### src/rtl/rca_pkg.sv
// Shared definitions for the digit-serial adder controller: slice width and FSM state encoding.
package rca_pkg;

    localparam int SLICE_W = 4;

    typedef enum logic [1:0] {
        IDLE = 2'd0,
        RUN  = 2'd1,
        DONE = 2'd2
    } state_t;

endpackage

### src/rtl/rca_nibble.sv
// One 4-bit ripple-carry slice: purely combinational, carry ripples bit by bit from bit 0 upwards.
module rca_nibble
    import rca_pkg::*;
(
    input  logic [SLICE_W-1:0] a,
    input  logic [SLICE_W-1:0] b,
    input  logic               cin,
    output logic [SLICE_W-1:0] sum,
    output logic               carry
);

    // Chain of full adders, LSB first.
    always_comb begin
        logic c;
        sum = '0;
        c   = cin;
        for (int i = 0; i < SLICE_W; i++) begin
            sum[i] = a[i] ^ b[i] ^ c;
            c      = (a[i] & b[i]) | (c & (a[i] ^ b[i]));
        end
        carry = c;
    end

endmodule

### src/rtl/rca_serial_ctrl.sv
// Digit-serial multi-precision adder controller.
// Adds two WIDTH-bit operands one nibble per cycle (LSB nibble first) through a single shared
// rca_nibble slice with a registered carry between passes.
// Operand side:  in_valid/in_ready  -- a transfer happens on a rising edge where both are 1.
// Result side:   out_valid/out_ready -- out_valid, sum and cout stay stable until a rising edge
//                where both are 1; the controller then returns to IDLE.
// Optional feature: define RCA_SUB_EN to add the sub input (a - b when sub=1, cin ignored).
// state_dbg mirrors the FSM state register for observation.
module rca_serial_ctrl
    import rca_pkg::*;
#(
    parameter int WIDTH = 16
) (
    input  logic             clk,
    input  logic             rst_n,
    input  logic             in_valid,
    output logic             in_ready,
    input  logic [WIDTH-1:0] a,
    input  logic [WIDTH-1:0] b,
    input  logic             cin,
`ifdef RCA_SUB_EN
    input  logic             sub,
`endif
    output logic             out_valid,
    input  logic             out_ready,
    output logic [WIDTH-1:0] sum,
    output logic             cout,
    output logic             busy,
    output logic [1:0]       state_dbg
);

    localparam int NIBBLES = WIDTH / SLICE_W;
    localparam int CNT_W   = (NIBBLES > 1) ? $clog2(NIBBLES) : 1;
    localparam logic [CNT_W-1:0] LAST_CNT = CNT_W'(NIBBLES - 1);

    // Reject widths that cannot be split into whole nibbles.
    if ((WIDTH % SLICE_W) != 0 || WIDTH < SLICE_W) begin : g_width_check
        $error("rca_serial_ctrl: WIDTH must be a multiple of 4 and >= 4");
    end

    state_t             state;
    logic [WIDTH-1:0]   a_sh;
    logic [WIDTH-1:0]   b_sh;
    logic               carry;
    logic [CNT_W-1:0]   cnt;
    logic [SLICE_W-1:0] slice_b;
    logic [SLICE_W-1:0] slice_sum;
    logic               slice_carry;
    logic               start_carry;
`ifdef RCA_SUB_EN
    logic               sub_r;
`endif

    assign state_dbg = state;

    // Select the B nibble fed to the slice and the initial carry for the next operation.
    always_comb begin
        slice_b     = b_sh[SLICE_W-1:0];
        start_carry = cin;
`ifdef RCA_SUB_EN
        if (sub_r) begin
            slice_b = ~b_sh[SLICE_W-1:0];
        end
        if (sub) begin
            start_carry = 1'b1;
        end
`endif
    end

    rca_nibble u_slice (
        .a     (a_sh[SLICE_W-1:0]),
        .b     (slice_b),
        .cin   (carry),
        .sum   (slice_sum),
        .carry (slice_carry)
    );

    // Controller FSM with registered handshake/status outputs and datapath registers.
    always_ff @(posedge clk) begin
        if (!rst_n) begin
            state     <= IDLE;
            in_ready  <= 1'b1;
            out_valid <= 1'b0;
            busy      <= 1'b0;
            sum       <= '0;
            cout      <= 1'b0;
            carry     <= 1'b0;
            cnt       <= '0;
            a_sh      <= '0;
            b_sh      <= '0;
`ifdef RCA_SUB_EN
            sub_r     <= 1'b0;
`endif
        end else begin
            case (state)
                IDLE: begin
                    if (in_valid && in_ready) begin
                        a_sh     <= a;
                        b_sh     <= b;
                        carry    <= start_carry;
                        cnt      <= '0;
`ifdef RCA_SUB_EN
                        sub_r    <= sub;
`endif
                        in_ready <= 1'b0;
                        busy     <= 1'b1;
                        state    <= RUN;
                    end
                end
                RUN: begin
                    for (int i = 0; i < NIBBLES; i++) begin
                        if (cnt == CNT_W'(i)) begin
                            sum[i*SLICE_W +: SLICE_W] <= slice_sum;
                        end
                    end
                    carry <= slice_carry;
                    a_sh  <= a_sh >> SLICE_W;
                    b_sh  <= b_sh >> SLICE_W;
                    cnt   <= cnt + CNT_W'(1);
                    if (cnt == LAST_CNT) begin
                        cout      <= slice_carry;
                        out_valid <= 1'b1;
                        state     <= DONE;
                    end
                end
                DONE: begin
                    // Accept of the next operation is deferred to the cycle after this one.
                    if (out_ready) begin
                        out_valid <= 1'b0;
                        busy      <= 1'b0;
                        in_ready  <= 1'b1;
                        state     <= IDLE;
                    end
                end
                default: begin
                    out_valid <= 1'b0;
                    busy      <= 1'b0;
                    in_ready  <= 1'b1;
                    state     <= IDLE;
                end
            endcase
        end
    end

endmodule

### config.mk
export PLATFORM = sky130hd
export DESIGN_NAME = rca_serial_ctrl
export DESIGN_NICKNAME = d
export VERILOG_FILES = /design/src/rtl/rca_pkg.sv /design/src/rtl/rca_nibble.sv /design/src/rtl/rca_serial_ctrl.sv
export SDC_FILE = /design/constraint.sdc
export NUM_CORES = 1
export LEC_CHECK = 0
export ABC_CLOCK_PERIOD_IN_PS = 2000
export CELL_PAD_IN_SITES_DETAIL_PLACEMENT = 1
export CELL_PAD_IN_SITES_GLOBAL_PLACEMENT = 1
export CORE_ASPECT_RATIO = 1.1
export CORE_MARGIN = 1.5
export CORE_UTILIZATION = 25
export CTS_BUF_LIST = sky130_fd_sc_hd__clkbuf_4 sky130_fd_sc_hd__clkbuf_8
export CTS_CLUSTER_DIAMETER = 30
export CTS_CLUSTER_SIZE = 20
export DETAILED_ROUTE_END_ITERATION = 16
export PLACE_DENSITY = 0.58
export SYNTH_ARGS = -nofsm -noshare
export SYNTH_HDL_FRONTEND = slang
export SYNTH_SLANG_ARGS = --single-unit
### constraint.sdc
create_clock -name clk -period 2 [get_ports clk]
set_input_delay 0.5 -clock clk [delete_from_list [all_inputs] [get_ports clk]]
set_output_delay 0.5 -clock clk [all_outputs]
set_load 0.02 [all_outputs]
# [Yosys cells after proc, flatten, opt, wreduce, memory -nomap -nowiden]
# Cells that the tools add are included.
[op_classes] muxes=20 eq_ne=8 bitwise=22 reduce_logical=12 n_addsub=1
[ops] operator="16-bit one-hot mux with 2 select lines" n=2
[ops] operator="16-bit two-way mux" n=2
[ops] operator="2-bit AND reduction" n=5
[ops] operator="1-bit one-hot mux with 3 select lines" n=3
[ops] operator="3-bit AND reduction" n=3
[ops] operator="1-bit AND" n=8
[ops] operator="2-bit two-way mux" n=4
[ops] operator="1-bit XOR" n=8
[ops] operator="2-bit == test (second input constant)" n=3
[ops] operator="1-bit two-way mux" n=6
[ops] operator="2-bit != test (second input constant)" n=3
[ops] operator="2-bit one-hot mux with 3 select lines" n=1
[ops] operator="2-bit by 1-bit == test with 1-bit output (second input constant)" n=2
[ops] operator="2-bit logical NOT" n=2
[ops] operator="1-bit bitwise OR" n=4
[ops] operator="2-bit one-hot mux with 2 select lines" n=1
[ops] operator="2-bit by 1-bit adder with 2-bit output (second input constant)" n=1
[ops] operator="1-bit inverter" n=2
[ops] operator="1-bit one-hot mux with 2 select lines" n=1
[ops] operator="2-bit nonzero test" n=1
[ops] operator="1-bit logical AND" n=1
[totals] in_bits=37 out_inout_bits=22 regBits=57

# [Logic depth before layout (Yosys ltp)]
[logic_depth] depth_word=10 depth_mapped=10

# [By module]
# Synthesis repeated with hierarchy kept, for this count alone.
[hier_totals] cells_unflattened=299 area_unflattened_um2=2536.2
[by_module_without_submodules] module="rca_serial_ctrl" instances=1 cells_per_inst=285 area_per_inst_um2=2418.6
[by_module_without_submodules] module="rca_nibble" instances=1 cells_per_inst=14 area_per_inst_um2=117.6

# [Worst setup path before layout]
# Ideal clock, no wire load.
[synth_path] path_type="reg2reg" start="reg a_sh[0]" end="reg sum[11]" path_buffers=0 synth_period_minus_slack_ps=2146 slack_ps=-146 t_arrival_ps=2055 setup_ps=91 path_stages_with_launch=9 required_ps=1909 path_cell_list="dfxtp_1 fa_1 inv_1 fa_1 inv_1 fa_1 inv_1 fa_1 a311oi_1"
[synth_via] elab_chain_len=8 elab_cells_between_ends=9 cone_classes="9 x bitwise"
[synth_lines] element="start: declaration" line="rca_serial_ctrl.sv:42" text="logic [WIDTH-1:0] a_sh;"
[synth_lines] element="start signal: assignment" line="rca_serial_ctrl.sv:117" text="a_sh <= a_sh >> SLICE_W;"
[synth_lines] element="1-bit XOR" line="rca_nibble.sv:19" text="c = (a[i] & b[i]) | (c & (a[i] ^ b[i]));"
[synth_lines] element="1-bit AND" line="rca_nibble.sv:19"
[synth_lines] element="1-bit bitwise OR (*)" line="rca_nibble.sv:19"
[synth_lines] element="1-bit AND (*)" line="rca_nibble.sv:19"
[synth_lines] element="1-bit bitwise OR (*)" line="rca_nibble.sv:19"
[synth_lines] element="1-bit AND (*)" line="rca_nibble.sv:19"
[synth_lines] element="1-bit bitwise OR (*)" line="rca_nibble.sv:19"
[synth_lines] element="1-bit XOR (*)" line="rca_nibble.sv:18" text="sum[i] = a[i] ^ b[i] ^ c;"
[synth_lines] element="end signal: indexed assignment" line="rca_serial_ctrl.sv:113" text="sum[i*SLICE_W +: SLICE_W] <= slice_sum;"
[synth_lines] element="end: declaration" line="rca_serial_ctrl.sv:26" text="output logic [WIDTH-1:0] sum,"
# Every way passes the cells marked *; elsewhere a longest branch is shown, timed or not.
# A chain may end at the register's enable or synchronous reset.

# [Worst setup path in the final report]
[layout_path] start="reg carry" end="reg sum[11]"
[layout_via] elab_chain_len=7
[layout_lines] element="start: declaration" line="rca_serial_ctrl.sv:44" text="logic carry;"
[layout_lines] element="start signal: assignment" line="rca_serial_ctrl.sv:100" text="carry <= start_carry;"
[layout_lines] element="start signal: assignment" line="rca_serial_ctrl.sv:116" text="carry <= slice_carry;"
[layout_lines] element="1-bit AND" line="rca_nibble.sv:19"
[layout_lines] element="1-bit bitwise OR" line="rca_nibble.sv:19"
[layout_lines] element="1-bit AND" line="rca_nibble.sv:19"
[layout_lines] element="1-bit bitwise OR" line="rca_nibble.sv:19"
[layout_lines] element="1-bit AND" line="rca_nibble.sv:19"
[layout_lines] element="1-bit bitwise OR" line="rca_nibble.sv:19"
[layout_lines] element="1-bit XOR" line="rca_nibble.sv:18"
# No other way between the ends.

==> metrics.md <==
| Metric | Value |
|---|---|
| WL final | just under 7 mm |
| # nets final | 384 |
| Site Rows | 38 |
| Final cell count without fillers | approximately 460 |
| CP arrival | around 2.5 ns |
| Synth area leaders | dfxtp_1 (46%), nand2_1 (8.3%), o31ai_1 (7.8%) |
| Global-route wire length before repair | approximately 11 mm |
| Ant diodes | 0 |
| Slew margin rel. | roughly 64% |
| Critical Path RT | between 2 and 2.5 ns |
| GPL Wtd Cong | about 0.76 |
| Leak Pwr | 1.25 nW |
| Syn-to-layout area delta | 36.6% |
| Critical Path End Type | flop |
| Endpoints failing setup | 5 |
| Drt wl/cell | about 15 microns |
| Total CTS buffers | 9 |
| CTS root buf | clkbuf_8 |
| # H-tree levels | 3 |
| MaxCap Viol Count | 0 |
| CTS max path bufs | 2 |
| Drt first pass iters | 4 |
| Initial antenna violation count | 0 |
| Hold_buf cts | 0 |
| Yosys synthesis warning count | 0 |
| Clock share of power | around 33% |
| CP Max Fanout | 4 |
| Net count after synthesis | between 300 and 400 |
| Sequential area share after synthesis | between 40 and 50% |
| Failing checks | setup timing |
| Total power | ~0.0028 W |
| Total track usage | 13.6% |
| Post-synth top area share | between 40% and 50% |
| Sequential power share | 46.5% |
| Setup Fix Bufs, Post-CTS | 0 |
| Switching part of the total power | around 28% |
| Core area | 9790 sq um |
| Register bit total from synthesis | between 50 and 60 |
| CTS tree | done |
| Sw power | a little under 0.0008 W |
| Largest net degree at the start of global routing | 46 |
| Final WS setup | -0.221 ns |
| GR peak layer | met2 |
| Remaining global-route overflow | 0 |
| Outcome | complete, but fails checks |
| Mapped cell area | 2490 sq um |
| Gate Count Post-Synth | about 280 |
| Distinct cells, synth | 33 |
| Crit start category | flop |
| Vias in the first global route | approximately 2300 |
| WS Path Type | flop to flop |
| Setup Skew | 0.00443 ns |
| Initial Utilization | 25.5% |
| Slew Viols, Final | 0 |
| Fin crit share | 111% |
| Post-route DRC | 0 |
| M2 GR Usage | a little under a quarter |
| Synth area leader | dfxtp_1 |
| Crit path launch | carry |
| Setup TNS | -0.784 ns |
| Die area | ~11000 sq um |
| Peak supply drop | between 200 and 250 uV |
| Die X | 98.2 microns |
| Final hold violation count | 0 |
| DP Wirelength | a little under 5 mm |
| Die height | ~110 microns |
| Worst hold start | sum[2] |
| Minimum clock period | 2.22 ns |
| Fillers | around 1100 |
| Setup WS pre-CTS | -0.212 ns |
| Cell internal pwr | 0.00198 W |
| Worst r2r src | carry |
| Commonest cells after routing, fill and taps aside | clkdlybuf4s50_1 (58), dfxtp_1 (56), nand2_1 (55), o31ai_1 (26), a31oi_1 (23) |
| Commonest non-fill, non-tap cell in the layout | clkdlybuf4s50_1 |
| Worst hold margin | between 0.4 and 0.5 ns |
| Combinational power share | 20.8% |
| Slew of the pin with the lowest slew margin | 0.541 ns |
| Hold Crit Class | flop to flop |
| M3 GR Usage | about 2.5% |
| Unrepaired setup endpoints after global routing | yes |
| Clk sinks | 57 |
| M1 GR Usage | between 10% and 20% |
| Ports | approximately 60 |
| Iteration-0 DRC Markers | 80 |
| PwrDens | approximately 810 nW/um^2 |
| Antenna viol nets, final | 0 |
| FMAX | approximately 450 MHz |
| Vias | approximately 2200 |
| Clock latency on the worst-skew pair | about 0.32 ns |
| Drt via density | around 4.9 |
| Share of layout cells above drive strength 1 | about an eighth |
| Reg clk slew, reported paths | around 0.060 ns |
| Port Buf Inserts | 58 |
| Placed cells | ~450 |
| Synth Area per Inst | 8.87 sq um |
path summary, 6_finish.rpt:
kind,endpoint,slack [ns],cells past startpoint
max,sum[11],-0.22,8
min,sum[2],0.46,2
max reg2reg,sum[11],-0.22,8
min reg2reg,sum[2],0.46,2
kinds of logic after synthesis:
family	count (synthesis)	synth area share [%]
AO/OA/AOI/OAI	89	24.8
adder cells (fa/ha/maj)	8	5.22
buffers and inverters	36	7.12
flip-flops	57	45.8
multiplexers	3	1.20
AND/OR/NAND/NOR	88	15.9
stage by stage:
stage / area (sq um) / util [%]
2_1_floorplan: 2500 / -
3_3_place_gp: 3230 / 32.9
3_5_place_dp: 3230 / 32.9
4_1_cts: 3390 / 34.6
5_1_grt: 3410 / 34.8
6_report: 3410 / 34.8
power groups by stage:
stage / registers, W / clock network (W) / logic (W)
floorplan: 0.00132 / 0 / 0.000330
global placement: 0.00131 / 0 / 0.000562
detailed placement: 0.00131 / 0 / 0.000572
CTS: 0.00128 / 0.000941 / 0.000579
global route: 0.00130 / 0.000980 / 0.000640
finish: 0.00128 / 0.000903 / 0.000576
cell type report:
cell class | count | area [sq um] | area share [%]
multi-input cells | 188 | 1210 | 35.6
flip-flops and latches | 57 | 1140 | 33.5
repair buffers | 73 | 706 | 20.7
clock buffers | 12 | 153 | 4.48
well taps | 120 | 150 | 4.41
inverters | 10 | 37.5 | 1.10
clock inverters | 1 | 5.00 | 0.147
cells in the mapped netlist (all sizes together):
master	count
fa	4
a31oi	24
and3b	2
or2	1
o31ai	26
ha	4
nand2b	2
nor2b	1
a211oi	3
dfxtp	57
nand3b	3
buf	17
or3	1
nor3	2
nor4bb	1
nand2	55
a21oi	19
o21a	1
clkbuf	9
o21ai	2
a311oi	6
a2bb2oi	1
mux2i	3
inv	10
a32o	7
nor3b	2
nor2	11
nand3	7
flip-flops by register name, summed over array words and instances, names as in the netlist:
name,flops
a_sh,16
b_sh,16
sum,16
cnt,2
state_dbg,2
busy,1
carry,1
cout,1
in_ready,1
out_valid,1
worst max-delay path, cell delays in order (launching register included):
cell      delay [ns]
dfxtp_2         0.33
fa_2            0.38
inv_2           0.06
fa_2            0.19
inv_2           0.04
fa_2            0.32
inv_2           0.06
fa_2            0.47
a311oi_2        0.27
what timing repair did:
| item | 4_1_cts | 5_1_grt |
|---|---|---|
| resized for setup | 3 | 3 |
| setup endpoints to repair | 6 | 7 |
| pin swaps | 4 | 1 |
layer usage:
layer,vias up,share of wire (%)
met5,-,0
met1,1063,48
li1,1120,-
met3,10,4.0
met4,0,1.4
met2,49,47
Power figures use the tool's default switching activity.
